### src/rtl/iir_pkg.sv
// Shared filter/datapath package: MAC FSM state, saturation helper, coefficient types.
// Latency: n/a (types and pure functions only).
// Backpressure: n/a.
package iir_pkg;

  // Sequencing states of the iterative multiply-accumulate block.
  typedef enum logic [1:0] {
    IDLE = 2'd0,
    MUL  = 2'd1,
    ACC  = 2'd2,
    HOLD = 2'd3
  } mac_state_t;

  // Filter coefficient types shared with the biquad sections.
  localparam int COEF_W = 16;
  typedef logic signed [COEF_W-1:0] coef_t;

  typedef struct packed {
    coef_t b0;
    coef_t b1;
    coef_t b2;
    coef_t a1;
    coef_t a2;
  } biquad_coef_t;

  // Clamp a signed value into the two's-complement range of 'width' bits.
  // Result is returned at 64 bits so callers can both slice it and compare
  // it against the unclamped value to detect that clamping happened.
  function automatic logic signed [63:0] saturate(input logic signed [63:0] value,
                                                  input int width);
    logic signed [63:0] hi;
    logic signed [63:0] lo;
    hi = (64'sd1 <<< (width - 1)) - 64'sd1;
    lo = -hi - 64'sd1;
    if (value > hi)
      saturate = hi;
    else if (value < lo)
      saturate = lo;
    else
      saturate = value;
  endfunction

endpackage

### src/rtl/mac_dot_if.sv
// Term/result handshake bundle for mac_dot.
// Latency: n/a (wires only).
// Backpressure: in_ready stalls the term source, out_ready stalls the result.
// Ports: A/B operands, first/last framing, in_valid/in_ready term handshake,
//        OUT/ovf result, out_valid/out_ready result handshake.
interface mac_dot_if #(
  parameter int OPSIZE  = 8,
  parameter int OUTSIZE = 16
);
  logic signed [OPSIZE-1:0]  A;
  logic signed [OPSIZE-1:0]  B;
  logic                      first;
  logic                      last;
  logic                      in_valid;
  logic                      in_ready;
  logic signed [OUTSIZE-1:0] OUT;
  logic                      ovf;
  logic                      out_valid;
  logic                      out_ready;

  // Term source / result sink side.
  modport master (
    output A, B, first, last, in_valid, out_ready,
    input  in_ready, OUT, ovf, out_valid
  );

  // MAC side.
  modport slave (
    input  A, B, first, last, in_valid, out_ready,
    output in_ready, OUT, ovf, out_valid
  );
endinterface

### src/rtl/mac_dot_mul.sv
// Signed iterative shift-add multiplier, one multiplier bit per cycle.
// Latency: N cycles from the start edge; done is high during the last step cycle.
// Backpressure: none; a start while busy restarts with the new operands.
// Ports: clk, reset_n, start (loads a/b), a/b signed operands,
//        done (final step this cycle), prod (exact signed 2N-bit product).
module mul_seq #(
  parameter int N = 8
) (
  input  logic                  clk,
  input  logic                  reset_n,
  input  logic                  start,
  input  logic signed [N-1:0]   a,
  input  logic signed [N-1:0]   b,
  output logic                  done,
  output logic signed [2*N-1:0] prod
);
  localparam int CW = $clog2(N) + 1;

  logic signed [2*N-1:0] mcand;
  logic        [N-1:0]   mplier;
  logic        [CW-1:0]  cnt;
  logic                  busy;
  logic                  last_step;

  assign last_step = (cnt == CW'(N - 1));
  assign done      = busy && last_step;

  always_ff @(posedge clk or negedge reset_n) begin
    if (!reset_n) begin
      mcand  <= '0;
      mplier <= '0;
      cnt    <= '0;
      busy   <= 1'b0;
      prod   <= '0;
    end else if (start) begin
      mcand  <= (2*N)'(a);
      mplier <= b;
      cnt    <= '0;
      busy   <= 1'b1;
      prod   <= '0;
    end else if (busy) begin
      // The multiplier MSB carries weight -2^(N-1), so that partial
      // product is subtracted instead of added.
      if (mplier[0])
        prod <= last_step ? (prod - mcand) : (prod + mcand);
      mcand  <= {mcand[2*N-2:0], 1'b0};
      mplier <= {1'b0, mplier[N-1:1]};
      cnt    <= cnt + CW'(1);
      if (last_step)
        busy <= 1'b0;
    end
  end

endmodule

### src/rtl/mac_dot.sv
// Signed dot-product MAC: one term per OPSIZE+2 cycles, scaled and saturated result.
// Latency: result valid OPSIZE+2 cycles after the last term is accepted.
// Backpressure: in_ready only in IDLE; result held in HOLD until out_ready.
// Ports: clk, reset_n (async, active-low), bus (mac_dot_if.slave):
//        A/B/first/last/in_valid -> in_ready, OUT/ovf/out_valid <- out_ready.
module mac_dot
  import iir_pkg::*;
#(
  parameter int OPSIZE  = 8,
  parameter int GUARD   = 4,
  parameter int OUTSIZE = 16,
  parameter int SHIFT   = 0
) (
  input  logic        clk,
  input  logic        reset_n,
  mac_dot_if.slave    bus
);
  localparam int PW   = 2 * OPSIZE;
  localparam int ACCW = 2 * OPSIZE + GUARD;

  mac_state_t state_q, state_d;

  logic                      armed;
  logic                      accept;
  logic                      first_q;
  logic                      last_q;
  logic                      mul_done;
  logic signed [PW-1:0]      prod;
  logic signed [ACCW-1:0]    acc;
  logic signed [ACCW-1:0]    prod_ext;
  logic signed [ACCW-1:0]    sum;
  logic signed [ACCW-1:0]    acc_nxt;
  logic signed [ACCW-1:0]    shifted;
  logic signed [63:0]        sat64;
  logic signed [OUTSIZE-1:0] out_q;
  logic                      ovf_q;
  logic                      add_ovf;
  logic                      clamp;

  mul_seq #(.N(OPSIZE)) u_mul (
    .clk     (clk),
    .reset_n (reset_n),
    .start   (accept),
    .a       (bus.A),
    .b       (bus.B),
    .done    (mul_done),
    .prod    (prod)
  );

  assign accept = bus.in_valid && bus.in_ready;

  // Accumulate datapath, evaluated every cycle but only committed in ACC.
  always_comb begin
    prod_ext = ACCW'(prod);
    sum      = acc + prod_ext;
    // Signed wrap: operands agree in sign but the sum does not.
    add_ovf  = (acc[ACCW-1] == prod_ext[ACCW-1]) && (sum[ACCW-1] != acc[ACCW-1]);
    acc_nxt  = first_q ? prod_ext : sum;
    shifted  = acc_nxt >>> SHIFT;
    sat64    = saturate(64'(shifted), OUTSIZE);
    clamp    = (sat64 != 64'(shifted));
  end

  // Next-state and handshake outputs.
  always_comb begin
    state_d       = state_q;
    bus.in_ready  = 1'b0;
    bus.out_valid = 1'b0;
    case (state_q)
      IDLE: begin
        // armed keeps the first edge after reset release from taking a term.
        bus.in_ready = armed;
        if (bus.in_valid && armed)
          state_d = MUL;
      end
      MUL: begin
        if (mul_done)
          state_d = ACC;
      end
      ACC: begin
        state_d = last_q ? HOLD : IDLE;
      end
      HOLD: begin
        bus.out_valid = 1'b1;
        if (bus.out_ready)
          state_d = IDLE;
      end
      default: state_d = IDLE;
    endcase
  end

  always_ff @(posedge clk or negedge reset_n) begin
    if (!reset_n) begin
      state_q <= IDLE;
      armed   <= 1'b0;
      first_q <= 1'b0;
      last_q  <= 1'b0;
      acc     <= '0;
      out_q   <= '0;
      ovf_q   <= 1'b0;
    end else begin
      state_q <= state_d;
      armed   <= 1'b1;
      if (accept) begin
        first_q <= bus.first;
        last_q  <= bus.last;
        if (bus.first)
          ovf_q <= 1'b0;
      end
      if (state_q == ACC) begin
        acc <= acc_nxt;
        // Clamping only matters for the published result, so it is judged
        // on the closing term; wraps are caught on every term.
        ovf_q <= ovf_q | (!first_q && add_ovf) | (last_q && clamp);
        if (last_q)
          out_q <= sat64[OUTSIZE-1:0];
      end
    end
  end

  assign bus.OUT = out_q;
  assign bus.ovf = ovf_q;

endmodule

### src/flat_wrapper.sv
// flat-port wrapper written by rule: the top's interface ports become plain ports
module mac_dot_flat import iir_pkg::*;
#(
  parameter int OPSIZE  = 8,
  parameter int GUARD   = 4,
  parameter int OUTSIZE = 16,
  parameter int SHIFT   = 0
)
  (clk, reset_n, bus_A, bus_B, bus_first, bus_last, bus_in_valid, bus_out_ready, bus_in_ready, bus_OUT, bus_ovf, bus_out_valid);
  mac_dot_if #(.OPSIZE(OPSIZE), .OUTSIZE(OUTSIZE)) bus_i ();
  input  logic clk;
  input  logic reset_n;
  input wire logic [$bits(bus_i.A)-1:0] bus_A;
  input wire logic [$bits(bus_i.B)-1:0] bus_B;
  input wire logic [$bits(bus_i.first)-1:0] bus_first;
  input wire logic [$bits(bus_i.last)-1:0] bus_last;
  input wire logic [$bits(bus_i.in_valid)-1:0] bus_in_valid;
  input wire logic [$bits(bus_i.out_ready)-1:0] bus_out_ready;
  output wire logic [$bits(bus_i.in_ready)-1:0] bus_in_ready;
  output wire logic [$bits(bus_i.OUT)-1:0] bus_OUT;
  output wire logic [$bits(bus_i.ovf)-1:0] bus_ovf;
  output wire logic [$bits(bus_i.out_valid)-1:0] bus_out_valid;
  assign bus_i.A = bus_A;
  assign bus_i.B = bus_B;
  assign bus_i.first = bus_first;
  assign bus_i.last = bus_last;
  assign bus_i.in_valid = bus_in_valid;
  assign bus_i.out_ready = bus_out_ready;
  assign bus_in_ready = bus_i.in_ready;
  assign bus_OUT = bus_i.OUT;
  assign bus_ovf = bus_i.ovf;
  assign bus_out_valid = bus_i.out_valid;
  mac_dot #(.OPSIZE(OPSIZE), .GUARD(GUARD), .OUTSIZE(OUTSIZE), .SHIFT(SHIFT)) u_core (.clk(clk), .reset_n(reset_n), .bus(bus_i));
endmodule
### config.mk
export PLATFORM = sky130hd
export DESIGN_NAME = mac_dot_flat
export DESIGN_NICKNAME = d
export VERILOG_FILES = /design/src/rtl/iir_pkg.sv /design/src/rtl/mac_dot_if.sv /design/src/rtl/mac_dot_mul.sv /design/src/rtl/mac_dot.sv /design/src/flat_wrapper.sv
export SDC_FILE = /design/constraint.sdc
export NUM_CORES = 1
export LEC_CHECK = 0
export ABC_AREA = 1
export CORE_ASPECT_RATIO = 0.75
export CORE_UTILIZATION = 47
export DETAILED_ROUTE_END_ITERATION = 7
export PLACE_DENSITY = 0.74
export SETUP_SLACK_MARGIN = 0.1
export SLEW_MARGIN = 20
export SYNTH_ARGS = -nofsm -noshare
export SYNTH_HDL_FRONTEND = slang
export SYNTH_SLANG_ARGS = --single-unit
### constraint.sdc
create_clock -name clk -period 4.4 [get_ports clk]
set_input_delay 1.32 -clock clk [delete_from_list [all_inputs] [get_ports clk]]
set_output_delay 1.32 -clock clk [all_outputs]
set_load 0.02 [all_outputs]
==> reports/results.md, run 1 <==
| Metric | Reported |
|:---|:---|
| Outcome | complete, no violations |
| Launch point of the worst reg-to-reg path | u_core.u_mul.mcand[0] |
| Via count of the first global-routing pass | 5196 |
| Worst hold-check path type | flop to flop |
| Area of the core | 0.01252 mm2 |
| CTS tree | done |
| Min cycle time layout | 3.339 ns |
| RSZ-0062 raised after global routing | false |
| Maximum count of clock buffers along a single path | 2 |
| Series of cell instances along the critical path | nor3_1 > nand4_1 > nor3_1 > nand2_1 > o21ai_0 > xor2_1 > inv_1 > ha_1 > nand2_1 > inv_1 > nand4_1 > o2111ai_1 > nand2_1 > nand2_1 > a21oi_1 > inv_1 > a21oi_1 > o21ai_0 > o21ai_0 |
| Worst rel slew slack | 46.12% |
| R2r setup slk | 1.06 ns |
| Number of fillers in the final layout | 1196 |
| Sum of routed wire length over all layers | 15.67 mm |
| Sum of buffers and inverters on the critical path | 3 |
| TritonRoute pass-1 iters | 5 |
| Total routing usage reported by global routing | 24.50% |
| Drc violations | 0 |
| Total number of placement rows | 35 |
| Layout cell share with drive strength beyond 1 | 5.921% |
| Transition at the pin with the smallest max-transition slack | 0.7998 ns |
| CP endpoint kind | flop |
| Number of nets in the synthesized netlist | 931 |
| Register bit count reported by yosys | 87 |
| CTS H-tree lvls | 3 |
| Root buffer cell | clkbuf_16 |
| Clock latency reported for the late side of the worst-skew pair | 0.34 ns |
| Number of enable-type register cells in the synthesized netlist | 0 |
| Critical path type | flop to flop |
| Die width | 134.0 um |
| RePlAce Congestion | 0.9711 |
| Synthesized netlist cell count | 870 |
| Post-route clock period utilization | 75.88% |
| Clock Pin Slew Worst Setup and Hold Paths | 0.07 ns |
| Largest net degree at the start of global routing | 42 |
| Number of failing hold endpoints at the final stage | 0 |
| Die Span Y | 101.0 um |
| Crit path max fanout | 6 |
| Data arrival time of the worst path | 3.60 ns |
| Fraction of synthesis flops using an asynchronous set or reset pin | 100.0% |
| Hold buffers post-CTS | 0 |
| Worst setup path end | u_core.u_mul.prod[14] |
| Netlist Area Pre-Place | 0.006140 mm2 |
| Post-synthesis area per instance | 7.057 um2 |
| Critical path required time | 4.66 ns |
| Number of vias after detailed routing | 5802 |
| Length in cells of the worst reg-to-reg path | 19 |
| Max-cap viol count | 0 |
| Antenna violations before repair | 0 |
| Clk_skew | 0.008175 ns |
| Global-route wire length before repair | 26.05 mm |
| Number of violations reported at the end of detailed-routing iteration 0 | 406 |
| Number of pins with negative max-slew slack in the final report | 0 |
| Final sum of negative setup slack | 0 ns |
| Wire per inst | 14.54 um |
| Die area | 0.01353 mm2 |
| Synth Flop Type | dfrtp_1 |
| Layout-stage area growth over the synthesis result | 14.18% |
| Crit path depth | 19 |
| IO Count | 41 |
| Cell family with most CP delay | simple AND/OR/NAND/NOR gates |
| Number of setup violations in the final report | 0 |
| Number of warnings reported in the yosys synthesis log | 0 |
| Unique cell type count in the Yosys netlist | 43 |
| Worst setup startpoint | u_core.u_mul.mcand[0] |
| Total number of clock tree sinks | 87 |
| Residual antenna-violating net count after detailed routing | 0 |
| Worst setup SP type | flop |
| Total of buffers placed on input and output ports | 40 |
| Slowest-stage cell, CP | dfrtp_1 |
| Fraction of the yosys area taken by sequential cells | 35.46% |
| Global route overflow | 0 |
| Post-CTS setup buffers | 0 |
| Count of cells resized by post-cts repair | 0 |
| Number of buffers created by CTS | 9 |
| Post-detailed-placement half-perimeter wirelength | 12.12 mm |
| Ratio of routed vias to standard cells | 5.382 |
| RR Endpoint | u_core.u_mul.prod[14] |
| Final-stage net count | 968 |
| Ant. Diodes | 0 |
| Largest stage delay on the critical path | 0.43 ns |
| Cell repeated most along the worst path | nand2_1 |
| Initial Utilization | 49.02% |
| Achievable Freq | 299.5 MHz |
[synth_stat cells (2+ instances only)]
cell type	instances	area (um2)
nand2_1	231	867.1
inv_1	123	461.7
dfrtp_1	87	2177
o21ai_0	63	315.3
nor2_1	60	225.2
nand3_1	58	290.3
a21oi_1	53	265.3
ha_1	37	462.9
xor2_1	17	148.9
clkbuf_1	15	56.30
o22ai_1	14	87.58
nor3_1	13	65.06
a31oi_1	12	75.07
o22a_1	12	105.1
nand2_2	8	50.05
inv_2	7	26.28
nand4_1	6	37.54
o211ai_1	6	45.04
o31ai_1	6	45.04
or2_2	5	31.28
buf_2	4	20.02
a211oi_1	3	22.52
a21oi_2	3	26.28
o21ai_1	3	15.01
a21o_1	2	15.01
a32o_1	2	20.02
clkinv_1	2	7.510
fa_1	2	40.04
nand3b_1	2	15.01
[through the flow]
step	area, um2	utilization (%)	hold slack [ns]	std cells	setup slack, ns
floorplan	6140	-	0.4539	870	1.464
global placement	6698	53.48	0.4744	1062	0.9880
detailed placement	6698	53.48	0.4821	1062	0.9692
CTS	7010	55.97	0.4932	1078	1.104
global route	7010	55.97	0.5186	1078	0.6997
finish	7010	55.97	0.4940	1078	1.061
[state kept, by name, summed over array words and instances, names as in the netlist]
signal	cells
u_core.bus.ovf	1
u_core.u_mul.busy	1
u_core.bus.OUT	16
u_core.last_q	1
u_core.u_mul.cnt	4
u_core.u_mul.prod	16
u_core.acc	20
u_core.u_mul.mcand	16
u_core.armed	1
u_core.state_q	2
u_core.u_mul.mplier	8
u_core.first_q	1
[placed cells by master, fill, tap and decap left out, types with 3 or more instances in the layout]
cell type and instances:
nand2_1 231, clkdlybuf4s50_1 39, nand4_1 6, a211oi_1 3, dfrtp_1 87, inv_1 123
o31ai_1 6, ha_1 37, buf_4 8, o21ai_0 63, inv_6 3, o211ai_1 6
o22ai_1 14, a21oi_1 53, nor3_1 13, nand3_1 58, nor2_1 59, o21ai_1 3
inv_2 7, a21oi_2 3, nand2_2 8, o22a_1 12, clkbuf_16 9, xor2_1 17
or2_2 5, a31oi_1 12
[kinds of logic (layout without fill, tap and decap cells)]
logic type | count (synthesis) | in the layout | synth area share (%)
and+or+nand+nor | 390 | 390 | 26.74
AOI/OAI and AO/OA | 181 | 181 | 17.16
buffers and inverters | 154 | 196 | 9.823
DFF | 87 | 87 | 35.46
adders and majority gates | 39 | 39 | 8.192
xor gates and xnor gates | 18 | 18 | 2.568
other | 1 | 1 | 0.06108
[layer usage]
metal / share of wire, % / vias to the layer above / track usage, %
met1: 52 / 2649 / 38.67
li1: - / 2928 / -
met5: 0 / - / 0
met4: 1.1 / 0 / 5.245
met3: 7.2 / 18 / 4.173
met2: 40 / 207 / 34.24
[how the worst min path moves through the flow]
stage                             start                  end  cells past startpoint  slack [ns]
finish              u_core.u_mul.cnt[3]  u_core.u_mul.cnt[3]                      1        0.49
global route              u_core.acc[0]        u_core.acc[0]                      2        0.52
CTS                 u_core.u_mul.cnt[3]  u_core.u_mul.cnt[3]                      1        0.49
detailed placement    u_core.bus.OUT[2]    u_core.bus.OUT[2]                      2        0.48
global placement      u_core.bus.OUT[5]    u_core.bus.OUT[5]                      2        0.47
floorplan           u_core.u_mul.cnt[3]  u_core.u_mul.cnt[3]                      1        0.45
[worst register-to-register path, cell delays in order (launching register included)]
cell and delay [ns]:
dfrtp_1 0.43, nor3_1 0.33, nand4_1 0.20, nor3_1 0.24, nand2_1 0.12, o21ai_0 0.27, xor2_1 0.18, inv_1 0.07
ha_1 0.35, nand2_1 0.12, inv_1 0.06, nand4_1 0.10, o2111ai_1 0.16, nand2_1 0.11, nand2_1 0.06, a21oi_1 0.12
inv_1 0.06, a21oi_1 0.11, o21ai_0 0.09, o21ai_0 0.08
[area by class of cell]
cell class	instances	area (um2)	area share, %
Inverter	133	500.5	7.139
Clock inverter	6	73.82	1.053
Clock buffer	10	239.0	3.409
Multi-Input combinational cell	629	3362	47.96
Timing Repair Buffer	47	450.4	6.425
Sequential cell	87	2177	31.05
Tap cell	166	207.7	2.963
Power of run 1 is left out: the tool's default activity adds up to more than one toggle a clock period on the data nets, which glitch-free logic cannot reach.
==> run 2, diff against run 1 <==
Settings changed: PLACE_DENSITY 0.74 to 0.76.
Clock period 4.4 ns to 3 ns, I/O delays scaled along.
==> run 2 against run 1 <==
Against the previous run:
- the flow now finishes with violations (negative setup slack)
- non-clock buffer count increased by 75
- clock skew increased by 0.0046 ns
- worst hold slack got worse by 0.0063 ns
- sequential share of layout area decreased by 4.0 points
- final area increased by 15%
- cell count increased by 7.0%
- routed wire length increased by 15%
- critical path depth decreased by 2
- fmax increased by 8.9%
- register-to-register slack got worse by 1.1 ns
- critical path type unchanged
- critical endpoint is now u_core.u_mul.prod[15]
- largest cell class unchanged
==> reports/results.md, run 2 (same netlist as run 1, synthesis figures left out) <==
| Metric | Reported | Delta |
|:---|:---|:---|
| Die area | 0.01353 mm2 | unchanged |
| Global route overflow | 0 | unchanged |
| Worst setup SP type | flop |  |
| Data arrival time of the worst path | 3.30 ns | -0.30 ns |
| CTS H-tree lvls | 3 | unchanged |
| Global-route wire length before repair | 28.43 mm | +9.1% |
| Number of failing hold endpoints at the final stage | 0 | unchanged |
| Slowest-stage cell, CP | dfrtp_1 |  |
| IO Count | 41 | unchanged |
| Place WS | -0.1179 ns | -1.087 ns |
| Layout-stage area growth over the synthesis result | 30.85% |  |
| Number of fillers in the final layout | 1072 | -10% |
| Min cycle time layout | 3.065 ns | -0.2739 ns |
| Achievable Freq | 326.3 MHz | +8.9% |
| Total routing usage reported by global routing | 26.94% | +2.4 points |
| Crit path max fanout | 3 | -3 |
| Clk_skew | 0.01282 ns | +0.004641 ns |
| Final Worst Setup Slack | -0.06469 ns | -1.126 ns |
| Placed standard-cell area | 0.007064 mm2 | +5.5% |
| Largest net degree at the start of global routing | 55 | +31% |
| TritonRoute pass-1 iters | 5 | unchanged |
| Ant. Diodes | 0 | unchanged |
| Hold_ws | 0.4876 ns | -0.006339 ns |
| Critical path type | flop to flop |  |
| Die Span Y | 101.0 um | unchanged |
| Initial Utilization | 49.02% | unchanged |
| HP Start | u_core.bus.OUT[2] |  |
| Commonest non-fill, non-tap cell in the layout | nand2_1 |  |
| Violated checks | negative setup slack |  |
| Area of the core | 0.01252 mm2 | unchanged |
| Residual antenna-violating net count after detailed routing | 0 | unchanged |
| Number of setup violations in the final report | 2 | +2 |
| Total number of clock tree sinks | 87 | unchanged |
| Number of pins with negative max-slew slack in the final report | 0 | unchanged |
| Post-route clock period utilization | 102.2% | +26 points |
| RSZ-0062 raised after global routing | true |  |
| Die width | 134.0 um | unchanged |
| Number of flip-flops in the largest register | 20 | unchanged |
| Launch point of the worst reg-to-reg path | u_core.u_mul.mcand[0] |  |
| Root buffer cell | clkbuf_16 |  |
| Critical path required time | 3.23 ns | -1.43 ns |
| Ratio of routed vias to standard cells | 5.493 | +2.1% |
| Worst setup startpoint | u_core.u_mul.mcand[0] |  |
| Total of buffers placed on input and output ports | 40 | unchanged |
| Clock Pin Slew Worst Setup and Hold Paths | 0.07 ns | about the same |
| Number of violations reported at the end of detailed-routing iteration 0 | 624 | +54% |
| Via count of the first global-routing pass | 5688 | +9.5% |
| Worst rel slew slack | 51.18% | +5.1 points |
| RePlAce Congestion | 0.9624 | -0.90% |
| Largest stage delay on the critical path | 0.42 ns | about the same |
| Drc violations | 0 | unchanged |
| Top register by number of flip-flops | u_core.acc |  |
| Wire per inst | 15.57 um | +7.1% |
| Maximum count of clock buffers along a single path | 2 | unchanged |
| Series of cell instances along the critical path | buf_6 > nor3_4 > nand4_1 > nor3_2 > nand2_1 > o21ai_2 > o21ai_1 > xor2_1 > ha_1 > nand2_2 > a21oi_2 > a211oi_2 > o31ai_2 > a31oi_1 > a21oi_1 > o21ai_1 > nand2_1 |  |
| CP endpoint kind | flop |  |
| Sum of routed wire length over all layers | 17.95 mm | +15% |
| Final-stage net count | 1043 | +7.7% |
| Worst hold-check path type | flop to flop |  |
| Number of vias after detailed routing | 6333 | +9.2% |
| Clock latency reported for the late side of the worst-skew pair | 0.35 ns | about the same |
| Post-route standard cell area excluding fillers | 0.008034 mm2 | +15% |
| Layout cell share with drive strength beyond 1 | 20.77% | +15 points |
| Antenna violations before repair | 0 | unchanged |
| Commonest cells after routing, fill and taps aside | nand2_1 (215), inv_1 (115), dfrtp_1 (87) |  |
| Max-cap viol count | 0 | unchanged |
| R2r setup slk | -0.06 ns | -1.13 ns |
| CTS tree | done |  |
| Post-detailed-placement half-perimeter wirelength | 12.83 mm | +5.9% |
| Total number of placement rows | 35 | unchanged |
| Transition at the pin with the smallest max-transition slack | 0.7277 ns | -0.07205 ns |
| Number of buffers created by CTS | 9 | unchanged |
| Outcome | complete, but fails checks |  |
## run 2: worst paths after layout
path | to | cells past startpoint
max | u_core.u_mul.prod[15] | 17
min | u_core.bus.OUT[2] | 2
max reg2reg | u_core.u_mul.prod[15] | 17
min reg2reg | u_core.bus.OUT[2] | 2
max in group asynchronous | u_core.u_mul.mcand[15] | 2
min in group asynchronous | u_core.bus.OUT[11] | 1
## run 2: layout make-up
cell class | count | area [um2] | area share [%]
Multi-Input combinational cell | 629 | 3717 | 46.27
Sequential cell | 87 | 2177 | 27.10
Timing Repair Buffer | 122 | 1095 | 13.63
Inverter | 133 | 500.5 | 6.230
Clock buffer | 10 | 239.0 | 2.975
Tap cell | 166 | 207.7 | 2.585
Clock inverter | 6 | 97.59 | 1.215
## run 2: per-layer routing
metal	wire [um]	up-vias	share of wire, %	global-route usage (%)
met5	0	-	0	0
li1	-	3095	-	-
met3	1106	17	6.2	3.922
met1	9066	3006	50	41.41
met4	161	0	0.90	6.643
met2	7619	215	42	39.14
## run 2: metrics by stage
step	utilization (%)	instances	TNS, ns
2_1_floorplan	-	870	0
3_3_place_gp	56.40	1105	-0.001809
3_5_place_dp	56.40	1105	-0.4296
4_1_cts	62.63	1145	0
5_1_grt	64.15	1153	-1.941
6_report	64.15	1153	-0.1021
## run 2: timing repair
action,4_1_cts,5_1_grt
buffers inserted,23,8
gates resized for setup,73,40
cloned,1,0
hold buffers,0,0
setup endpoints to repair,23,26
pin swaps,46,33
## run 2: critical path: cells and delay by family, from the launching register on
family                   cells  cell delay, ns
AO/OA/AOI/OAI                8            0.99
XOR/XNOR                     1            0.19
adder cells (fa/ha/maj)      1            0.34
buffers and inverters        1            0.14
flip-flops                   1            0.42
AND/OR/NAND/NOR              6            0.85
Power of run 2 is left out for the same reason.
==> run 3, diff against run 2 <==
Settings changed: CELL_PAD_IN_SITES_DETAIL_PLACEMENT set to 1, CELL_PAD_IN_SITES_GLOBAL_PLACEMENT set to 2, CORE_UTILIZATION 47 to 31, PLACE_DENSITY 0.76 to 0.85.
==> run 3 against run 2 <==
Against the previous run:
- the flow still finishes with violations (negative setup slack)
- core utilization is 21 points lower
- cell count increased by 10%
- clock skew decreased by 0.0012 ns
- routed wire length rose by 21%
- highest routed layer unchanged
==> reports/results.md, run 3 (same netlist as run 1, synthesis figures left out) <==
| Metric | Reported | Delta |
|:---|:---|:---|
| Layout-stage area growth over the synthesis result | 36.95% |  |
| Sum of routed wire length over all layers | 21.75 mm | +21% |
| RePlAce Congestion | 0.8508 | -12% |
| Total of buffers placed on input and output ports | 40 | unchanged |
| Number of buffers created by CTS | 9 | unchanged |
| Top register by number of flip-flops | u_core.acc |  |
| Critical path required time | 3.25 ns | +0.02 ns |
| Outcome | complete, but fails checks |  |
| Commonest non-fill, non-tap cell in the layout | nand2_1 |  |
| Via count of the first global-routing pass | 6458 | +14% |
| Initial Utilization | 31.68% | -17 points |
| CTS H-tree lvls | 3 | unchanged |
| Post-detailed-placement half-perimeter wirelength | 15.89 mm | +24% |
| Critical path type | flop to flop |  |
| Post-route clock period utilization | 105.0% | +2.8 points |
| Number of flip-flops in the largest register | 20 | unchanged |
| Data arrival time of the worst path | 3.40 ns | +0.10 ns |
| TritonRoute pass-1 iters | 4 | -1 |
| Violated checks | negative setup slack |  |
| Number of vias after detailed routing | 6377 | +0.69% |
| Total number of clock tree sinks | 87 | unchanged |
| Transition at the pin with the smallest max-transition slack | 0.9960 ns | +0.2683 ns |
| Achievable Freq | 317.5 MHz | -2.7% |
| R2r setup slk | -0.15 ns | -0.09 ns |
| Ratio of routed vias to standard cells | 5.021 | -8.6% |
| RSZ-0062 raised after global routing | true |  |
| Worst setup SP type | flop |  |
| Commonest cells after routing, fill and taps aside | nand2_1 (214), inv_1 (111), buf_4 (106) |  |
| Die area | 0.02038 mm2 | +51% |
| Die Span Y | 123.9 um | +23% |
| Min cycle time layout | 3.150 ns | +0.08539 ns |
| Layout cell share with drive strength beyond 1 | 24.88% | +4.1 points |
| Number of setup violations in the final report | 4 | +2 |
| Clock latency reported for the late side of the worst-skew pair | 0.36 ns | about the same |
| IO Count | 41 | unchanged |
| Area of the core | 0.01938 mm2 | +55% |
| Drc violations | 0 | unchanged |
| Clk_skew | 0.01158 ns | -0.001241 ns |
| Total routing usage reported by global routing | 21.64% | -5.3 points |
| Number of pins with negative max-slew slack in the final report | 0 | unchanged |
| Ant. Diodes | 0 | unchanged |
| Number of failing hold endpoints at the final stage | 0 | unchanged |
| Final Worst Setup Slack | -0.1501 ns | -0.08539 ns |
| Die width | 164.5 um | +23% |
| Root buffer cell | clkbuf_16 |  |
| Global-route wire length before repair | 33.80 mm | +19% |
| Fraction of the core area covered by cells at the end of the flow | 43.39% | -21 points |
| Residual antenna-violating net count after detailed routing | 0 | unchanged |
| Antenna violations before repair | 0 | unchanged |
| Max-cap viol count | 0 | unchanged |
| Final-stage net count | 1073 | +2.9% |
| Place WS | -0.3214 ns | -0.2035 ns |
| Number of violations reported at the end of detailed-routing iteration 0 | 353 | -43% |
| Hold buffers post-CTS | 0 | unchanged |
| Total number of placement rows | 44 | +26% |
| Maximum count of clock buffers along a single path | 2 | unchanged |
| Hold_ws | 0.4748 ns | -0.01284 ns |
| Largest net degree at the start of global routing | 50 | -9.1% |
| Wire per inst | 17.13 um | +10% |
| Clock Pin Slew Worst Setup and Hold Paths | 0.07 ns | about the same |
| Crit path max fanout | 3 | unchanged |
| CTS tree | done |  |
| CP endpoint kind | flop |  |
| Global route overflow | 0 | unchanged |
| Worst rel slew slack | 33.19% | -18 points |
| Worst hold-check path type | flop to flop |  |
## run 3: cell types whose count changed in the layout (fill, tap and decap cells not counted), moves of 3 or more
cell     delta
a21oi_2     +3
inv_1       -4
o21ai_1    -10
buf_4      +31
a21oi_1     -3
o21ai_4     +3
inv_2       +3
o21ai_2     +8
## run 3: worst paths after layout
| path | from | to | depth (start not counted) |
|---|---|---|---|
| setup / recovery | u_core.u_mul.mcand[0] | u_core.u_mul.prod[15] | 20 |
| max in group asynchronous | reset_n | u_core.u_mul.cnt[0] | 2 |
| hold / removal | u_core.bus.OUT[0] | u_core.bus.OUT[0] | 2 |
| setup reg to reg | u_core.u_mul.mcand[0] | u_core.u_mul.prod[15] | 20 |
| min in group asynchronous | reset_n | u_core.bus.OUT[13] | 1 |
| hold reg to reg | u_core.bus.OUT[0] | u_core.bus.OUT[0] | 2 |
## run 3: stage by stage
step	setup TNS, ns	cell area [um2]	instances
3_5_place_dp	-3.199	7418	1223
6_report	-0.2919	8408	1270
4_1_cts	-0.1379	8038	1257
2_1_floorplan	0	6146	870
3_3_place_gp	-1.717	7418	1223
5_1_grt	-2.529	8408	1270
## run 3: critical path: stages (launching register included)
cell      delay [ns]
dfrtp_1         0.43
inv_2           0.10
ha_4            0.14
inv_2           0.05
nor3_4          0.12
inv_2           0.07
nor3_4          0.16
nand2_1         0.10
nor2_2          0.14
nor2_2          0.06
a21oi_1         0.16
xor2_1          0.21
ha_1            0.31
nand2_1         0.11
a21oi_1         0.07
a211oi_2        0.18
o31ai_1         0.12
a31oi_1         0.23
a21oi_1         0.12
o21ai_1         0.09
nand2_1         0.06
## run 3: cell type report
class                   instances  area (um2)
fillers                      2392       10970
clock inverters                 6       52.55
multi-input cells             629        3804
repair buffers                152        1314
well taps                     253       316.6
inverters                     133       505.5
clock buffers                  10       239.0
flip-flops and latches         87        2177
## run 3: timing repair
item / 4_1_cts / 5_1_grt
endpoints found under the setup margin: 25 / 26
pin swaps: 37 / 65
gates cloned: 0 / 1
gates resized for setup: 70 / 70
buffers inserted: 18 / 13
## run 3: layer usage
layer / GRT usage, % / wire length (um) / vias up
met1: 33.04 / 11310 / 3121
li1: - / - / 3133
met3: 2.897 / 787 / 20
met5: 0 / 0 / -
met4: 4.874 / 272 / 0
met2: 31.99 / 9386 / 103
Power of run 3 is left out for the same reason.
